[src/rtl/button_reader.sv]
// button_reader
//
// Samples NUM_BTNS raw pushbutton pins, synchronises and debounces each one,
// and reports clean levels plus one-cycle press / release / hold pulses.
// The pulses are also queued (one pending bit per button and event kind) and
// serialised onto a valid/ready event stream, lowest button index first.
//
// Ports:
//   clk          system clock, rising edge
//   rst          synchronous active-high reset
//   btn_raw      asynchronous button pins (polarity set by ACTIVE_LOW)
//   btn_level    debounced level, 1 = pressed
//   btn_press    one-cycle pulse on each debounced press
//   btn_release  one-cycle pulse on each debounced release
//   btn_hold     one-cycle pulse once per press after HOLD_CYCLES
//   event_valid  event presented
//   event_ready  consumer accepts the presented event
//   event_btn    button index of the presented event
//   event_type   01 press, 10 release, 11 hold
//   overflow     sticky, set when an event is dropped
module button_reader #(
    parameter int CLK_FREQ        = 25_000_000,
    parameter int NUM_BTNS        = 4,
    parameter bit ACTIVE_LOW      = 1'b1,
    parameter int DEBOUNCE_CYCLES = CLK_FREQ / 100,
    parameter int HOLD_CYCLES     = CLK_FREQ,
    localparam int BTN_W          = (NUM_BTNS > 1) ? $clog2(NUM_BTNS) : 1
) (
    input  logic                clk,
    input  logic                rst,
    input  logic [NUM_BTNS-1:0] btn_raw,
    output logic [NUM_BTNS-1:0] btn_level,
    output logic [NUM_BTNS-1:0] btn_press,
    output logic [NUM_BTNS-1:0] btn_release,
    output logic [NUM_BTNS-1:0] btn_hold,
    output logic                event_valid,
    input  logic                event_ready,
    output logic [BTN_W-1:0]    event_btn,
    output logic [1:0]          event_type,
    output logic                overflow
);

    localparam int DCW = $clog2(DEBOUNCE_CYCLES);
    localparam int HCW = $clog2(HOLD_CYCLES);
    localparam int NEV = 3 * NUM_BTNS;

    typedef enum logic [1:0] {
        ST_RELEASED = 2'd0,
        ST_PRESSED  = 2'd1,
        ST_HELD     = 2'd2
    } hold_state_t;

    logic [NUM_BTNS-1:0] sync_p0;
    logic [NUM_BTNS-1:0] sync_p1;
    logic [DCW-1:0]      dcnt [NUM_BTNS];
    logic [NUM_BTNS-1:0] fire;
    logic [NUM_BTNS-1:0] press_now;
    logic [NUM_BTNS-1:0] release_now;
    logic [NUM_BTNS-1:0] hold_now;

    hold_state_t         state      [NUM_BTNS];
    hold_state_t         state_next [NUM_BTNS];
    logic [HCW-1:0]      hcnt       [NUM_BTNS];

    logic [NEV-1:0]      pending;
    logic [NEV-1:0]      pend_set;
    logic [NEV-1:0]      pend_clr;
    logic                load;
    logic                sel_found;
    logic [BTN_W-1:0]    sel_btn;
    logic [1:0]          sel_type;

    logic                vld_p2;
    logic [BTN_W-1:0]    btn_p2;
    logic [1:0]          type_p2;

    // ---- Stage p0/p1: polarity normalisation and 2-FF synchroniser ----
    always_ff @(posedge clk) begin
        if (rst) begin
            sync_p0 <= '0;
            sync_p1 <= '0;
        end else begin
            sync_p0 <= btn_raw ^ {NUM_BTNS{ACTIVE_LOW}};
            sync_p1 <= sync_p0;
        end
    end

    // ---- Debounce: accept a change after DEBOUNCE_CYCLES differing samples ----
    always_comb begin
        fire = '0;
        for (int i = 0; i < NUM_BTNS; i++) begin
            fire[i] = (sync_p1[i] != btn_level[i]) &&
                      (dcnt[i] == DCW'(DEBOUNCE_CYCLES - 1));
        end
    end

    assign press_now   = fire & ~btn_level;
    assign release_now = fire &  btn_level;

    always_ff @(posedge clk) begin
        if (rst) begin
            for (int i = 0; i < NUM_BTNS; i++) dcnt[i] <= '0;
            btn_level   <= '0;
            btn_press   <= '0;
            btn_release <= '0;
        end else begin
            for (int i = 0; i < NUM_BTNS; i++) begin
                // An agreeing sample restarts the count, rejecting short glitches.
                if (sync_p1[i] == btn_level[i] || fire[i])
                    dcnt[i] <= '0;
                else
                    dcnt[i] <= dcnt[i] + 1'b1;
            end
            btn_level   <= btn_level ^ fire;
            btn_press   <= press_now;
            btn_release <= release_now;
        end
    end

    // ---- Hold detection: per-button RELEASED / PRESSED / HELD ----
    always_ff @(posedge clk) begin
        if (rst) begin
            for (int i = 0; i < NUM_BTNS; i++) begin
                state[i] <= ST_RELEASED;
                hcnt[i]  <= '0;
            end
            btn_hold <= '0;
        end else begin
            for (int i = 0; i < NUM_BTNS; i++) begin
                state[i] <= state_next[i];
                if (press_now[i])
                    hcnt[i] <= '0;
                else if (state[i] == ST_PRESSED && !hold_now[i] && !release_now[i])
                    hcnt[i] <= hcnt[i] + 1'b1;
            end
            btn_hold <= hold_now;
        end
    end

    always_comb begin
        hold_now = '0;
        for (int i = 0; i < NUM_BTNS; i++) begin
            state_next[i] = state[i];
            case (state[i])
                ST_RELEASED: begin
                    if (press_now[i]) state_next[i] = ST_PRESSED;
                end
                ST_PRESSED: begin
                    // A release on the hold edge wins: no hold for that press.
                    if (release_now[i]) begin
                        state_next[i] = ST_RELEASED;
                    end else if (hcnt[i] == HCW'(HOLD_CYCLES - 1)) begin
                        state_next[i] = ST_HELD;
                        hold_now[i]   = 1'b1;
                    end
                end
                ST_HELD: begin
                    if (release_now[i]) state_next[i] = ST_RELEASED;
                end
                default: state_next[i] = ST_RELEASED;
            endcase
        end
    end

    // ---- Stage p2: pending bits and event output register ----
    assign load = !vld_p2 || event_ready;

    always_comb begin
        pend_set  = '0;
        pend_clr  = '0;
        sel_found = 1'b0;
        sel_btn   = '0;
        sel_type  = 2'b00;
        for (int b = 0; b < NUM_BTNS; b++) begin
            pend_set[3*b]     = press_now[b];
            pend_set[3*b + 1] = release_now[b];
            pend_set[3*b + 2] = hold_now[b];
        end
        // Lowest button first; within a button press, release, hold.
        for (int b = 0; b < NUM_BTNS; b++) begin
            for (int t = 0; t < 3; t++) begin
                if (!sel_found && pending[3*b + t]) begin
                    sel_found         = 1'b1;
                    sel_btn           = BTN_W'(b);
                    sel_type          = 2'(t + 1);
                    pend_clr[3*b + t] = load;
                end
            end
        end
    end

    always_ff @(posedge clk) begin
        if (rst) begin
            pending  <= '0;
            overflow <= 1'b0;
            vld_p2   <= 1'b0;
            btn_p2   <= '0;
            type_p2  <= 2'b00;
        end else begin
            // A new pulse on a bit being drained this edge re-arms it cleanly.
            pending <= (pending & ~pend_clr) | pend_set;
            if (|(pend_set & pending & ~pend_clr))
                overflow <= 1'b1;
            if (load) begin
                vld_p2  <= sel_found;
                btn_p2  <= sel_btn;
                type_p2 <= sel_type;
            end
        end
    end

    assign event_valid = vld_p2;
    assign event_btn   = btn_p2;
    assign event_type  = type_p2;

endmodule

[config.mk]
export PLATFORM = sky130hd
export DESIGN_NAME = button_reader
export DESIGN_NICKNAME = d
export VERILOG_FILES = /design/src/rtl/button_reader.sv
export SDC_FILE = /design/constraint.sdc
export NUM_CORES = 1
export LEC_CHECK = 0
export ABC_AREA = 0
export BUFFER_PORTS_ARGS = -buffer_cell sky130_fd_sc_hd__buf_2
export CAP_MARGIN = 30
export CORE_MARGIN = 2
export CORE_UTILIZATION = 55
export DETAILED_ROUTE_END_ITERATION = 10
export PLACE_DENSITY = 0.72
export SKIP_LAST_GASP = 1
export SYNTH_ARGS = -nofsm -noshare
export SYNTH_HDL_FRONTEND = slang
export SYNTH_SLANG_ARGS = --single-unit
[constraint.sdc]
create_clock -name clk -period 4.8 [get_ports clk]
set_input_delay 0.24 -clock clk [delete_from_list [all_inputs] [get_ports clk]]
set_output_delay 0.24 -clock clk [all_outputs]
set_load 0.05 [all_outputs]
==> results of run 1 <==
## power breakdown
| part | internal [W] | switching [W] | total, W |
|---|---|---|---|
| logic | 0.0000531 | 0.0000735 | 0.000127 |
| registers | 0.00213 | 0.0000612 | 0.00219 |
| clock network | 0.00106 | 0.000717 | 0.00177 |
## through the flow
stage               setup WS (ns)  hold WS, ns  power (W)  std cells
finish                       1.91        0.120    0.00409       1495
global route                 1.70        0.147    0.00423       1495
CTS                          1.89        0.105    0.00413       1495
detailed placement           1.90        0.399    0.00235       1447
global placement             2.03        0.400    0.00234       1444
floorplan                    2.17        0.307    0.00231       1175
## layout make-up
type / count / area [µm²]
fillers: 1681 / 7480
repair buffers: 37 / 253
flip-flops and latches: 222 / 6170
clock inverters: 6 / 52.6
multi-input cells: 895 / 5080
well taps: 270 / 338
clock buffers: 38 / 704
inverters: 27 / 101
## metal layers
layer  up-vias  share of wire  GRT usage
li1       4035              -          -
met1      3654           0.48      0.265
met2       100           0.46      0.320
met3        35          0.028     0.0267
met4         0          0.024     0.0538
met5         -              0          0
## worst max-delay path: stages, from the launching register on
cell and delay, ns:
sky130_fd_sc_hd__edfxtp_1 0.37, sky130_fd_sc_hd__ha_1 0.24, sky130_fd_sc_hd__and3_1 0.21, sky130_fd_sc_hd__nand3_1 0.13, sky130_fd_sc_hd__nor3_1 0.54, sky130_fd_sc_hd__nand2_1 0.14, sky130_fd_sc_hd__and3_1 0.22, sky130_fd_sc_hd__a211o_1 0.65
## sequential cells by signal (all words and copies together), names as in the netlist, named ones only
name	cells
hcnt	100
dcnt	72
btn_press	4
overflow	1
pending	12
sync_p0	4
sync_p1	4
btn_release	4
event_valid	1
state	8
event_type	2
btn_hold	4
event_btn	2
## worst paths after layout
kind	cells after the start	slack, ns	end
worst max-delay path	7	1.91	hcnt[1][12]
worst min-delay path	4	0.12	event_btn[1]
worst max register to register	7	1.91	hcnt[1][12]
worst min register to register	1	0.43	sync_p1[0]
## synth_stat cells (3+ instances only)
| cell type | instances |
|---|---|
| sky130_fd_sc_hd__or3_1 | 14 |
| sky130_fd_sc_hd__nand4_1 | 33 |
| sky130_fd_sc_hd__and4_1 | 11 |
| sky130_fd_sc_hd__or4b_1 | 3 |
| sky130_fd_sc_hd__o31ai_1 | 4 |
| sky130_fd_sc_hd__or2_2 | 5 |
| sky130_fd_sc_hd__buf_4 | 8 |
| sky130_fd_sc_hd__nor3_1 | 26 |
| sky130_fd_sc_hd__ha_1 | 8 |
| sky130_fd_sc_hd__nand4b_1 | 4 |
| sky130_fd_sc_hd__edfxtp_1 | 172 |
| sky130_fd_sc_hd__dfxtp_1 | 50 |
| sky130_fd_sc_hd__inv_1 | 27 |
| sky130_fd_sc_hd__clkbuf_1 | 15 |
| sky130_fd_sc_hd__nand3_1 | 72 |
| sky130_fd_sc_hd__nand2b_1 | 12 |
| sky130_fd_sc_hd__o21ai_0 | 14 |
| sky130_fd_sc_hd__nor2b_1 | 17 |
| sky130_fd_sc_hd__nor2_1 | 237 |
| sky130_fd_sc_hd__a211oi_1 | 3 |
| sky130_fd_sc_hd__and3_1 | 29 |
| sky130_fd_sc_hd__a21oi_1 | 35 |
| sky130_fd_sc_hd__and2_1 | 7 |
| sky130_fd_sc_hd__buf_2 | 5 |
| sky130_fd_sc_hd__nand2_1 | 77 |
| sky130_fd_sc_hd__xor2_1 | 80 |
| sky130_fd_sc_hd__nor4_1 | 10 |
| sky130_fd_sc_hd__xnor2_1 | 69 |
| sky130_fd_sc_hd__nor4bb_1 | 4 |
| sky130_fd_sc_hd__nand3b_1 | 8 |
| sky130_fd_sc_hd__nor4b_1 | 8 |
## cell families (layout without fill, tap and decap cells)
group / Yosys count / count (layout) / synth area share
AO/OA/AOI/OAI: 72 / 72 / 0.0389
XOR/XNOR: 149 / 149 / 0.116
adder cells (fa/ha/maj): 8 / 8 / 0.00890
buffers and inverters: 58 / 108 / 0.0239
flip-flops: 222 / 222 / 0.548
multiplexers: 1 / 1 / 0.000890
other: 1 / 72 / 0.000333
AND/OR/NAND/NOR: 593 / 593 / 0.263
## what timing repair did
action / in CTS / in global routing
hold endpoints to repair: 4 / 0
gates resized for setup: 0 / 0
hold buffers: 4 / 0
==> implementation parameters, run 1 <==
Parameter                              Value

Clocking
  Clock tree from TritonCTS    yes
  Root Driver    sky130_fd_sc_hd__clkbuf_16
  Clock latency reported for the late side of the worst-skew pair    around 0.5 ns
  Maximum clock insertion buffer count    3
  Number of setup buffers added after CTS    0
  CTS sink count    222
  Register clock-pin slew on the reported worst setup and hold paths    around 0.06 ns
  # H-tree levels    1
  Num CTS Buffers    24

Floorplanning
  Die width    roughly 150 µm
  Initial Utilization    0.558
  Placeable core region    a little over 20000 µm²
  Floorplan die area    21600 µm²
  Die height    147 µm
  Num rows    between 50 and 60
  IO Count    29

Placement
  Number of buffer cells added on primary ports    28
  HPWL after detailed placement    14.4 mm
  Final GP Congestion    ~0.84
  Dpl cell area    11900 µm²

Worst setup path
  Worst flop-to-flop path startpoint    dcnt[1][0]
  Worst setup path startpoint    dcnt[1][0]
  Maximum fanout along the worst path    25
  Arrival time reported for the critical path endpoint    ~3 ns
  Endpoint kind of the worst setup timing path    flop
  Data required time of the critical path    slightly below 5 ns
  Startpoint-to-endpoint class of the critical path    flop to flop
  CP startpoint kind    flop

STA
  Slew at the pin with the worst max-slew slack    between 0.9 and 1 ns
  Final setup violating endpoints    0
  Max-slew violation count    0
  Tightest slew margin relative to the limit    0.342
  Worst Clk Skew    approximately 0.01 ns
  Count of endpoints failing hold in the final timing report    0
  Share of the cycle needed by the critical path after routing    0.603
  Sum of negative setup slack    0 ns
  RSZ-0062 raised after global routing    false
  Post-layout min period    2.89 ns
  Peak clock frequency supported by timing    between 300 and 400 MHz

Finish
  Area growth from synthesis to layout    12.9%
  Commonest cells after routing, fill and taps aside    sky130_fd_sc_hd__nor2_1 (237), sky130_fd_sc_hd__edfxtp_1 (172), sky130_fd_sc_hd__xor2_1 (80), sky130_fd_sc_hd__nand2_1 (77)
  Most frequent standard cell in the layout excluding fill and tap cells    sky130_fd_sc_hd__nor2_1
  Number of diodes    0
  Finished Cell Area    12700 µm²
  Number of nets in the layout    1222
  Final core utilization    0.629
  Proportion of layout cells with a drive suffix above 1    0.0694

Power
  Power density cells    approximately 320 nW/µm²
  Worst-case vdd ir drop    232 µV
  Static power due to leakage    4.38 nW

Logic synthesis
  Area share of the leading cell type in the synthesized netlist    0.459
  Proportion of register bits with asynchronous set or reset after synthesis    0
  Netlist Area Pre-Place    roughly 11000 µm²
  Cell types with the largest area share after synthesis    sky130_fd_sc_hd__edfxtp_1 (46%), sky130_fd_sc_hd__dfxtp_1 (8.9%), sky130_fd_sc_hd__nor2_1 (7.9%)
  Number of flip-flops and latches in the synthesized netlist    roughly 220
  Sequential fraction of the synthesis area    0.548
  Cell taking the most area after synthesis    sky130_fd_sc_hd__edfxtp_1
  Syn_area_per_cell    a little over 10 µm²
  Synth Instances    between 1000 and 1500
  Predominant post-synthesis flop cell    sky130_fd_sc_hd__edfxtp_1
  Number of enable flip-flop cells after synthesis    between 150 and 200
  Synth unique cells    60
  Count of yosys warnings during synthesis    0

Global routing
  GRT overflow    0
  Number of global-route vias before repair    roughly 7500
  Largest net degree at the start of global routing    37
  First-pass GRT wire length    between 30 and 40 mm
  Antenna violations before repair    0
  Total routing usage reported by global routing    0.192

Route
  Vias    7824
  DR vias/cell    5.23
  Remaining number of nets flagged by the antenna check after routing    0
  DR iter-0 viols    roughly 400
  Final Routed Wirelength    20.7 mm
  WL per Instance    between 10 and 15 µm
  Detailed Routing Iterations Pass 1    5
  # DRC    0

Worst hold path
  Worst hold path startpoint    event_ready
  Kind of path behind the tightest hold check    primary input to flop

Status
  Outcome    finished, final reports clean

Run
  Maximum capacitance violations    0
(Power assumes the default switching activity.)
==> run 2: changes to the inputs <==
--- a/config.mk
+++ b/config.mk
@@ -5,13 +5,13 @@
 export SDC_FILE = /design/constraint.sdc
 export NUM_CORES = 1
 export LEC_CHECK = 0
-export ABC_AREA = 0
+export ABC_AREA = 1
 export BUFFER_PORTS_ARGS = -buffer_cell sky130_fd_sc_hd__buf_2
 export CAP_MARGIN = 30
 export CORE_MARGIN = 2
 export CORE_UTILIZATION = 55
 export DETAILED_ROUTE_END_ITERATION = 10
-export PLACE_DENSITY = 0.72
+export PLACE_DENSITY = 0.74
 export SKIP_LAST_GASP = 1
 export SYNTH_ARGS = -nofsm -noshare
 export SYNTH_HDL_FRONTEND = slang
==> constraint.sdc (replaced) <==
create_clock -name clk -period 2.53 [get_ports clk]
set_input_delay 0.1265 -clock clk [delete_from_list [all_inputs] [get_ports clk]]
set_output_delay 0.1265 -clock clk [all_outputs]
set_load 0.05 [all_outputs]
==> run 2 against run 1 <==
Effect of this change: combinational power increased to 2.6 times the previous value; synthesized cell count increased by 27%; first-iteration DRC count increased by 37%; critical path depth grew 3; via count increased by 18%; non-clock buffer count grew 10; sequential share of layout area fell by 3.4 points; power increased by 96%; flip-flop and latch count is the same; critical endpoint is now hcnt[1][10].
==> implementation parameters, run 2 <==
Parameter                              Value

Status
  Outcome    finished, final reports clean (unchanged)

Logic synthesis
  Area share of the leading cell type in the synthesized netlist    0.430 (was 0.459)
  Number of enable flip-flop cells after synthesis    172 (unchanged)
  Synth unique cells    55 (was 60)
  Cell taking the most area after synthesis    sky130_fd_sc_hd__edfxtp_1 (unchanged)
  Number of flip-flops and latches in the synthesized netlist    222 (unchanged)
  Cell types with the largest area share after synthesis    sky130_fd_sc_hd__edfxtp_1 (43%), sky130_fd_sc_hd__dfxtp_1 (8.3%), sky130_fd_sc_hd__nor2_1 (8.0%) (was sky130_fd_sc_hd__edfxtp_1 (46%), sky130_fd_sc_hd__dfxtp_1 (8.9%), sky130_fd_sc_hd__nor2_1 (7.9%))
  Most numerous cell in the Yosys netlist    sky130_fd_sc_hd__nor2_1 (unchanged)
  Predominant post-synthesis flop cell    sky130_fd_sc_hd__edfxtp_1 (unchanged)
  Most instantiated cells after synthesis    sky130_fd_sc_hd__nor2_1 (256), sky130_fd_sc_hd__nand2_1 (226), sky130_fd_sc_hd__inv_1 (186) (was sky130_fd_sc_hd__nor2_1 (237), sky130_fd_sc_hd__edfxtp_1 (172), sky130_fd_sc_hd__xor2_1 (80))
  Synth Instances    1399 (was 1104)
  Netlist Area Pre-Place    12000 µm² (was 11200 µm²)
  Sequential fraction of the synthesis area    0.513 (was 0.548)
  Count of yosys warnings during synthesis    0 (unchanged)
  Proportion of register bits with asynchronous set or reset after synthesis    0 (unchanged)
  Syn_area_per_cell    8.60 µm² (was 10.2 µm²)

STA
  Sum of negative setup slack    0 ns (unchanged)
  Max-slew violation count    0 (unchanged)
  Share of the cycle needed by the critical path after routing    0.881 (was 0.603)
  Worst hold margin    0.0608 ns (was 0.120 ns)
  Final setup violating endpoints    0 (unchanged)
  RSZ-0062 raised after global routing    false (unchanged)
  Worst Clk Skew    0.0114 ns (was 0.0101 ns)
  Peak clock frequency supported by timing    449 MHz (was 346 MHz)
  Post-layout min period    2.23 ns (was 2.89 ns)
  Count of endpoints failing hold in the final timing report    0 (unchanged)

Worst hold path
  Worst hold path startpoint    rst (was event_ready)
  WHS Endpoint    overflow (was event_btn[1])
  Kind of path behind the tightest hold check    primary input to flop (unchanged)
  Hold-critical path depth    4 (unchanged)

Worst setup path
  Sequence of cells on the critical path    ha_1 > nand2_1 > nor2_2 > nand3b_1 > nor3_1 > nand3b_1 > nor2_2 > inv_2 > buf_12 > nor3b_1 (was ha_1 > and3_1 > nand3_1 > nor3_1 > nand2_1 > and3_1 > a211o_1)
  Startpoint-to-endpoint class of the critical path    flop to flop (unchanged)
  Worst flop-to-flop path startpoint    hcnt[1][0] (was dcnt[1][0])
  CP startpoint kind    flop (unchanged)
  FF-to-FF path depth    10 (was 7)
  Worst stage delay on the critical path    0.42 ns (was 0.65 ns)
  Register-to-Register Setup Slack    0.30 ns (was 1.91 ns)
  Data required time of the critical path    2.80 ns (was 4.91 ns)
  Endpoint kind of the worst setup timing path    flop (unchanged)
  Maximum fanout along the worst path    18 (was 25)
  Capturing point of the worst reg2reg path    hcnt[1][10] (was hcnt[1][12])
  Worst path slowest cell    sky130_fd_sc_hd__nor3_1 (was sky130_fd_sc_hd__a211o_1)
  Arrival time reported for the critical path endpoint    2.50 ns (was 3.00 ns)

Route
  Routed length on met3    970 µm (was 570 µm)
  DR iter-0 viols    543 (was 395)
  Final Routed Wirelength    22.6 mm (was 20.7 mm)
  WL per Instance    12.4 µm (was 13.9 µm)
  Vias    9257 (was 7824)
  Sum of routed wire segments on met1    10.5 mm (was 10.0 mm)
  DR vias/cell    5.08 (was 5.23)
  # DRC    0 (unchanged)
  Detailed Routing Iterations Pass 1    5 (unchanged)
  DR WL met2    10.7 mm (was 9.61 mm)
  Highest signal layer in the routed design    met4 (unchanged)
  Remaining number of nets flagged by the antenna check after routing    0 (unchanged)

Power
  Power after layout    0.00800 W (was 0.00409 W)
  Switching share of total power    0.220 (was 0.208)
  Static power due to leakage    5.52 nW (was 4.38 nW)
  Power dissipated by switching net loads    0.00176 W (was 0.000852 W)
  Part of the total power dissipated in sequential elements    0.521 (was 0.535)
  Power density cells    586 nW/µm² (was 322 nW/µm²)
  Logic gate share of total power    0.041 (was 0.031)
  Internal Dissipation    0.00624 W (was 0.00324 W)
  Worst-case vdd ir drop    481 µV (was 232 µV)
  Portion of total power attributed to the clock network    0.438 (was 0.434)

Clocking
  Clock latency reported for the late side of the worst-skew pair    0.53 ns (was 0.51 ns)
  Num CTS Buffers    25 (was 24)
  # resized after CTS    0 (unchanged)
  CTS sink count    222 (unchanged)
  Clock tree from TritonCTS    yes (unchanged)
  Register clock-pin slew on the reported worst setup and hold paths    0.06 ns (about the same)
  # H-tree levels    1 (unchanged)
  Root Driver    sky130_fd_sc_hd__clkbuf_16 (unchanged)
  Maximum clock insertion buffer count    3 (unchanged)

Finish
  Largest registers    hcnt (100), dcnt (72), pending (12) (unchanged)
  Number of diodes    0 (unchanged)
  Top register by number of flip-flops    hcnt (unchanged)
  Number of nets in the layout    1540 (was 1222)
  Proportion of layout cells with a drive suffix above 1    0.101 (was 0.0694)
  Area growth from synthesis to layout    13.6% (was 12.9%)
  Most frequent standard cell in the layout excluding fill and tap cells    sky130_fd_sc_hd__nor2_1 (unchanged)
  Number of flip-flops in the largest register    100 (unchanged)
  Register cell area after layout    6170 µm² (unchanged)
  Final-layout fill cell count    1809 (was 1681)
  Post-route non-filler standard cell count    1824 (was 1495)
  Area used by multi-input combinational logic    5300 µm² (was 5080 µm²)
  Commonest cells after routing, fill and taps aside    sky130_fd_sc_hd__nor2_1 (256), sky130_fd_sc_hd__nand2_1 (226), sky130_fd_sc_hd__inv_1 (186), sky130_fd_sc_hd__edfxtp_1 (172), sky130_fd_sc_hd__nand3_1 (80) (was sky130_fd_sc_hd__nor2_1 (237), sky130_fd_sc_hd__edfxtp_1 (172), sky130_fd_sc_hd__xor2_1 (80), sky130_fd_sc_hd__nand2_1 (77))
  Finished Cell Area    13700 µm² (was 12700 µm²)

Placement
  Final GP Congestion    0.870 (was 0.842)
  Number of buffer cells added on primary ports    28 (unchanged)
  Dpl cell area    12800 µm² (was 11900 µm²)
  Number of placed instances with taps included    1774 (was 1447)
  HPWL after detailed placement    16.2 mm (was 14.4 mm)

Floorplanning
  Die width    152 µm (was 147 µm)
  Initial Utilization    0.556 (was 0.558)
  IO Count    29 (unchanged)
  Placeable core region    21600 µm² (was 20200 µm²)
  Num rows    54 (was 52)
  Die height    152 µm (was 147 µm)
  Floorplan die area    23100 µm² (was 21600 µm²)

Global routing
  Number of global-route vias before repair    8851 (was 7486)
  Total routing usage reported by global routing    0.197 (was 0.192)
  Largest net degree at the start of global routing    41 (was 37)
  Antenna violations before repair    0 (unchanged)
  First-pass GRT wire length    39.3 mm (was 34.8 mm)
  GRT overflow    0 (unchanged)

Run
  Maximum capacitance violations    0 (unchanged)
-- run 2: changes by cell type after synthesis, sizes merged, moves of 13 or more --
| cell | before | now |
|---|---|---|
| or3 | 14 | 0 |
| nand2 | 77 | 234 |
| nor3b | 0 | 26 |
| xnor2 | 69 | 10 |
| o21ai | 15 | 30 |
| xor2 | 80 | 51 |
| a21oi | 35 | 73 |
| nor2 | 238 | 281 |
| inv | 27 | 191 |
| nand3 | 72 | 86 |
| nor3 | 28 | 71 |
| and4 | 13 | 0 |
| nor2b | 17 | 0 |
| and3 | 29 | 2 |
-- run 2: power groups by stage --
| stage | Combinational (W) | Clock, W | Sequential (W) |
|---|---|---|---|
| floorplan | 0.000253 | 0 | 0.00421 |
| global placement | 0.000313 | 0 | 0.00424 |
| detailed placement | 0.000319 | 0 | 0.00424 |
| CTS | 0.000327 | 0.00360 | 0.00417 |
| global route | 0.000382 | 0.00373 | 0.00419 |
| finish | 0.000328 | 0.00350 | 0.00417 |
-- run 2: metrics by stage --
step,util,setup WS [ns]
floorplan,-,0.123
global placement,0.593,0.415
detailed placement,0.593,0.340
CTS,0.632,0.310
global route,0.632,0.0950
finish,0.632,0.302
-- run 2: layout make-up --
cell class | instances | share of cell area
well taps | 280 | 0.0256
clock buffers | 42 | 0.0565
flip-flops and latches | 222 | 0.451
inverters | 191 | 0.0527
multi-input cells | 1038 | 0.388
clock inverters | 4 | 0.00247
repair buffers | 47 | 0.0233
-- run 2: worst max path at each step --
stage               start           to  slack [ns]  cells after the start
6_report       hcnt[1][0]  hcnt[1][10]        0.30                     10
2_1_floorplan        flop   hcnt[0][0]        0.12                      6
3_3_place_gp   hcnt[1][0]  hcnt[1][10]        0.42                     10
4_1_cts        hcnt[1][0]  hcnt[1][10]        0.31                     10
5_1_grt        hcnt[1][0]  hcnt[1][10]        0.09                     10
3_5_place_dp   hcnt[1][0]  hcnt[1][10]        0.34                     10
-- run 2: kinds of logic (layout without fill, tap and decap cells) --
logic type	count (synthesis)	after routing	share of synthesized area
other	1	72	0.000312
AO/OA/AOI/OAI	132	132	0.0632
AND/OR/NAND/NOR	765	765	0.303
XOR/XNOR	61	61	0.0444
buffers and inverters	210	284	0.0685
flip-flops	222	222	0.513
adder cells (fa/ha/maj)	8	8	0.00832
-- run 2: layer usage --
layer,GRT usage,vias up
met5,0,-
li1,-,4852
met1,0.262,4219
met3,0.0331,37
met4,0.0547,0
met2,0.336,149
-- run 2: worst max-delay path, delay by kind of cell (launching register included) --
| kind | cells | cell delay [ns] |
|---|---|---|
| and+or+nand+nor | 7 | 1.14 |
| DFF | 1 | 0.37 |
| buffers and inverters | 2 | 0.30 |
| adders and majority gates | 1 | 0.18 |
-- run 2: what timing repair did --
action	in CTS	in global routing
endpoints found under the setup margin	0	0
hold endpoints to repair	4	0
hold buffers	4	0
buffers inserted	0	0
==> run 3: changes to the inputs <==
--- a/config.mk
+++ b/config.mk
@@ -8,10 +8,12 @@
 export ABC_AREA = 1
 export BUFFER_PORTS_ARGS = -buffer_cell sky130_fd_sc_hd__buf_2
 export CAP_MARGIN = 30
+export CELL_PAD_IN_SITES_DETAIL_PLACEMENT = 1
+export CELL_PAD_IN_SITES_GLOBAL_PLACEMENT = 1
 export CORE_MARGIN = 2
-export CORE_UTILIZATION = 55
+export CORE_UTILIZATION = 44
 export DETAILED_ROUTE_END_ITERATION = 10
-export PLACE_DENSITY = 0.74
+export PLACE_DENSITY_LB_ADDON = 0.1
 export SKIP_LAST_GASP = 1
 export SYNTH_ARGS = -nofsm -noshare
 export SYNTH_HDL_FRONTEND = slang
==> run 3 against run 2 <==
Effect of this change: wire length rose by 21%; maximum frequency is 1.5% lower; sequential power hardly changed; final area rose by 2.1%; core utilization is 11 points lower; critical path type unchanged; critical endpoint is now hcnt[3][3].
==> implementation parameters, run 3 (synthesized netlist as in run 2, its figures left out) <==
Parameter                              Value

Status
  Outcome    finished, final reports clean (unchanged)

Placement
  Number of buffer cells added on primary ports    28 (unchanged)
  Setup WS pre-CTS    0.244 ns (was 0.340 ns)
  Final GP Congestion    0.837 (was 0.870)
  HPWL after detailed placement    19.5 mm (was 16.2 mm)

Route
  Vias    9512 (was 9257)
  Remaining number of nets flagged by the antenna check after routing    0 (unchanged)
  DR iter-0 viols    413 (was 543)
  WL per Instance    14.5 µm (was 12.4 µm)
  # DRC    0 (unchanged)
  Final Routed Wirelength    27.4 mm (was 22.6 mm)
  Detailed Routing Iterations Pass 1    4 (was 5)
  DR vias/cell    5.02 (was 5.08)

Global routing
  Total routing usage reported by global routing    0.195 (was 0.197)
  Antenna violations before repair    0 (unchanged)
  Largest net degree at the start of global routing    41 (unchanged)
  Number of global-route vias before repair    9837 (was 8851)
  First-pass GRT wire length    46.7 mm (was 39.3 mm)
  GRT overflow    0 (unchanged)

Worst setup path
  Startpoint-to-endpoint class of the critical path    flop to flop (unchanged)
  CP startpoint kind    flop (unchanged)
  Worst stage delay on the critical path    0.44 ns (was 0.42 ns)
  Cell repeated most along the worst path    sky130_fd_sc_hd__nor2_1
  Buffers and inverters on the worst path    2 (unchanged)
  Sequence of cells on the critical path    inv_2 > nand3_1 > nor2_1 > nand3_1 > nor3_2 > nor2_1 > nand2_2 > buf_12 > nor2_1 (was ha_1 > nand2_1 > nor2_2 > nand3b_1 > nor3_1 > nand3b_1 > nor2_2 > inv_2 > buf_12 > nor3b_1)
  Worst path slowest cell    sky130_fd_sc_hd__edfxtp_1 (was sky130_fd_sc_hd__nor3_1)
  Largest delay share family, worst path    simple AND/OR/NAND/NOR gates (unchanged)
  Maximum fanout along the worst path    13 (was 18)
  Data required time of the critical path    2.82 ns (was 2.80 ns)
  Arrival time reported for the critical path endpoint    2.55 ns (was 2.50 ns)
  Endpoint kind of the worst setup timing path    flop (unchanged)

Power
  Part of the total power dissipated in sequential elements    0.483 (was 0.521)
  Internal Dissipation    0.00674 W (was 0.00624 W)
  Power dissipated by switching net loads    0.00190 W (was 0.00176 W)
  Switching share of total power    0.220 (about the same)
  Static power due to leakage    5.63 nW (was 5.52 nW)
  Power density cells    620 nW/µm² (was 586 nW/µm²)
  Portion of total power attributed to the clock network    0.477 (was 0.438)
  Worst-case vdd ir drop    366 µV (was 481 µV)
  Logic gate share of total power    0.040 (was 0.041)

Run
  Maximum capacitance violations    0 (unchanged)

Clocking
  Maximum clock insertion buffer count    3 (unchanged)
  Root Driver    sky130_fd_sc_hd__clkbuf_16 (unchanged)
  Clock tree from TritonCTS    yes (unchanged)
  Clock latency reported for the late side of the worst-skew pair    0.54 ns (was 0.53 ns)
  # H-tree levels    1 (unchanged)
  Number of setup buffers added after CTS    0 (unchanged)
  Num CTS Buffers    28 (was 25)
  Register clock-pin slew on the reported worst setup and hold paths    0.06 ns (about the same)
  CTS sink count    222 (unchanged)

Finish
  Most frequent standard cell in the layout excluding fill and tap cells    sky130_fd_sc_hd__nor2_1 (unchanged)
  Number of flip-flops in the largest register    100 (unchanged)
  Number of nets in the layout    1548 (was 1540)
  Commonest cells after routing, fill and taps aside    sky130_fd_sc_hd__nor2_1 (256), sky130_fd_sc_hd__nand2_1 (226), sky130_fd_sc_hd__inv_1 (186), sky130_fd_sc_hd__edfxtp_1 (172), sky130_fd_sc_hd__nand3_1 (80) (unchanged)
  Number of diodes    0 (unchanged)
  Largest registers    hcnt (100), dcnt (72), pending (12) (unchanged)
  Proportion of layout cells with a drive suffix above 1    0.110 (was 0.101)
  Area growth from synthesis to layout    16.0% (was 13.6%)
  Top register by number of flip-flops    hcnt (unchanged)

STA
  Tightest slew margin relative to the limit    0.560
  Final setup violating endpoints    0 (unchanged)
  Post-layout min period    2.26 ns (was 2.23 ns)
  Share of the cycle needed by the critical path after routing    0.894 (was 0.881)
  Max-slew violation count    0 (unchanged)
  Worst Clk Skew    0.0121 ns (was 0.0114 ns)
  Count of endpoints failing hold in the final timing report    0 (unchanged)
  RSZ-0062 raised after global routing    false (unchanged)
  Slew at the pin with the worst max-slew slack    roughly 0.66 ns
  Peak clock frequency supported by timing    442 MHz (was 449 MHz)
  Final setup slack of the worst path    0.267 ns (was 0.302 ns)
  Sum of negative setup slack    0 ns (unchanged)

Floorplanning
  Die width    169 µm (was 152 µm)
  Die height    169 µm (was 152 µm)
  Placeable core region    26900 µm² (was 21600 µm²)
  IO Count    29 (unchanged)
  Floorplan die area    28700 µm² (was 23100 µm²)
  Initial Utilization    0.447 (was 0.556)
  Num rows    60 (was 54)

Worst hold path
  Kind of path behind the tightest hold check    primary input to flop (unchanged)
run 3: changes by cell type in the layout (fill, tap and decap cells not counted), sizes merged:
cell,previous run,this run
bufinv,0,2
inv,192,191
buf,43,48
clkinv,3,8
run 3: layout make-up:
type	count	area, µm²
tap	341	427
inverter	191	722
fill	3262	12900
multi-input combinational	1038	5300
timing repair buffer	52	355
sequential	222	6170
clock inverter	10	96.3
clock buffer	42	877
run 3: power groups by stage:
stage          clock, W  sequential (W)  combinational [W]
2_1_floorplan         0         0.00421           0.000253
3_3_place_gp          0         0.00424           0.000326
3_5_place_dp          0         0.00425           0.000336
4_1_cts         0.00425         0.00417           0.000346
5_1_grt         0.00436         0.00419           0.000398
6_report        0.00413         0.00417           0.000345
run 3: path summary, 6_finish.rpt:
path | depth (start not counted) | slack, ns | startpoint | to
setup / recovery | 9 | 0.27 | dcnt[3][8] | hcnt[3][3]
hold / removal | 3 | 0.15 | rst | sync_p0[2]
setup reg to reg | 9 | 0.27 | dcnt[3][8] | hcnt[3][3]
hold reg to reg | 2 | 0.41 | sync_p0[1] | sync_p1[1]
run 3: repair_timing:
item                                   in CTS  in global routing
hold buffers                                4                  0
setup endpoints to repair                   0                 13
gates resized for setup                     0                  1
endpoints found under the hold margin       4                  0
run 3: tightest hold or removal path: stages:
cell and delay, ns:
sky130_fd_sc_hd__buf_2 0.10, sky130_fd_sc_hd__buf_4 0.27, sky130_fd_sc_hd__nor2_1 0.14
run 3: metrics by stage:
| stage | hold WS, ns | cell area [µm²] | util | power [W] | std cells |
|---|---|---|---|---|---|
| 2_1_floorplan | 0.193 | 12300 | - | 0.00447 | 1470 |
| 3_3_place_gp | 0.280 | 12900 | 0.481 | 0.00457 | 1840 |
| 3_5_place_dp | 0.284 | 12900 | 0.481 | 0.00458 | 1840 |
| 4_1_cts | 0.119 | 13900 | 0.519 | 0.00876 | 1896 |
| 5_1_grt | 0.164 | 13900 | 0.519 | 0.00895 | 1896 |
| 6_report | 0.146 | 13900 | 0.519 | 0.00865 | 1896 |
run 3: routing by layer:
| layer | vias to the layer above | part of all wire | global-route usage |
|---|---|---|---|
| li1 | 4850 | - | - |
| met1 | 4548 | 0.48 | 0.260 |
| met2 | 76 | 0.48 | 0.337 |
| met3 | 38 | 0.027 | 0.0278 |
| met4 | 0 | 0.017 | 0.0450 |
| met5 | - | 0 | 0 |
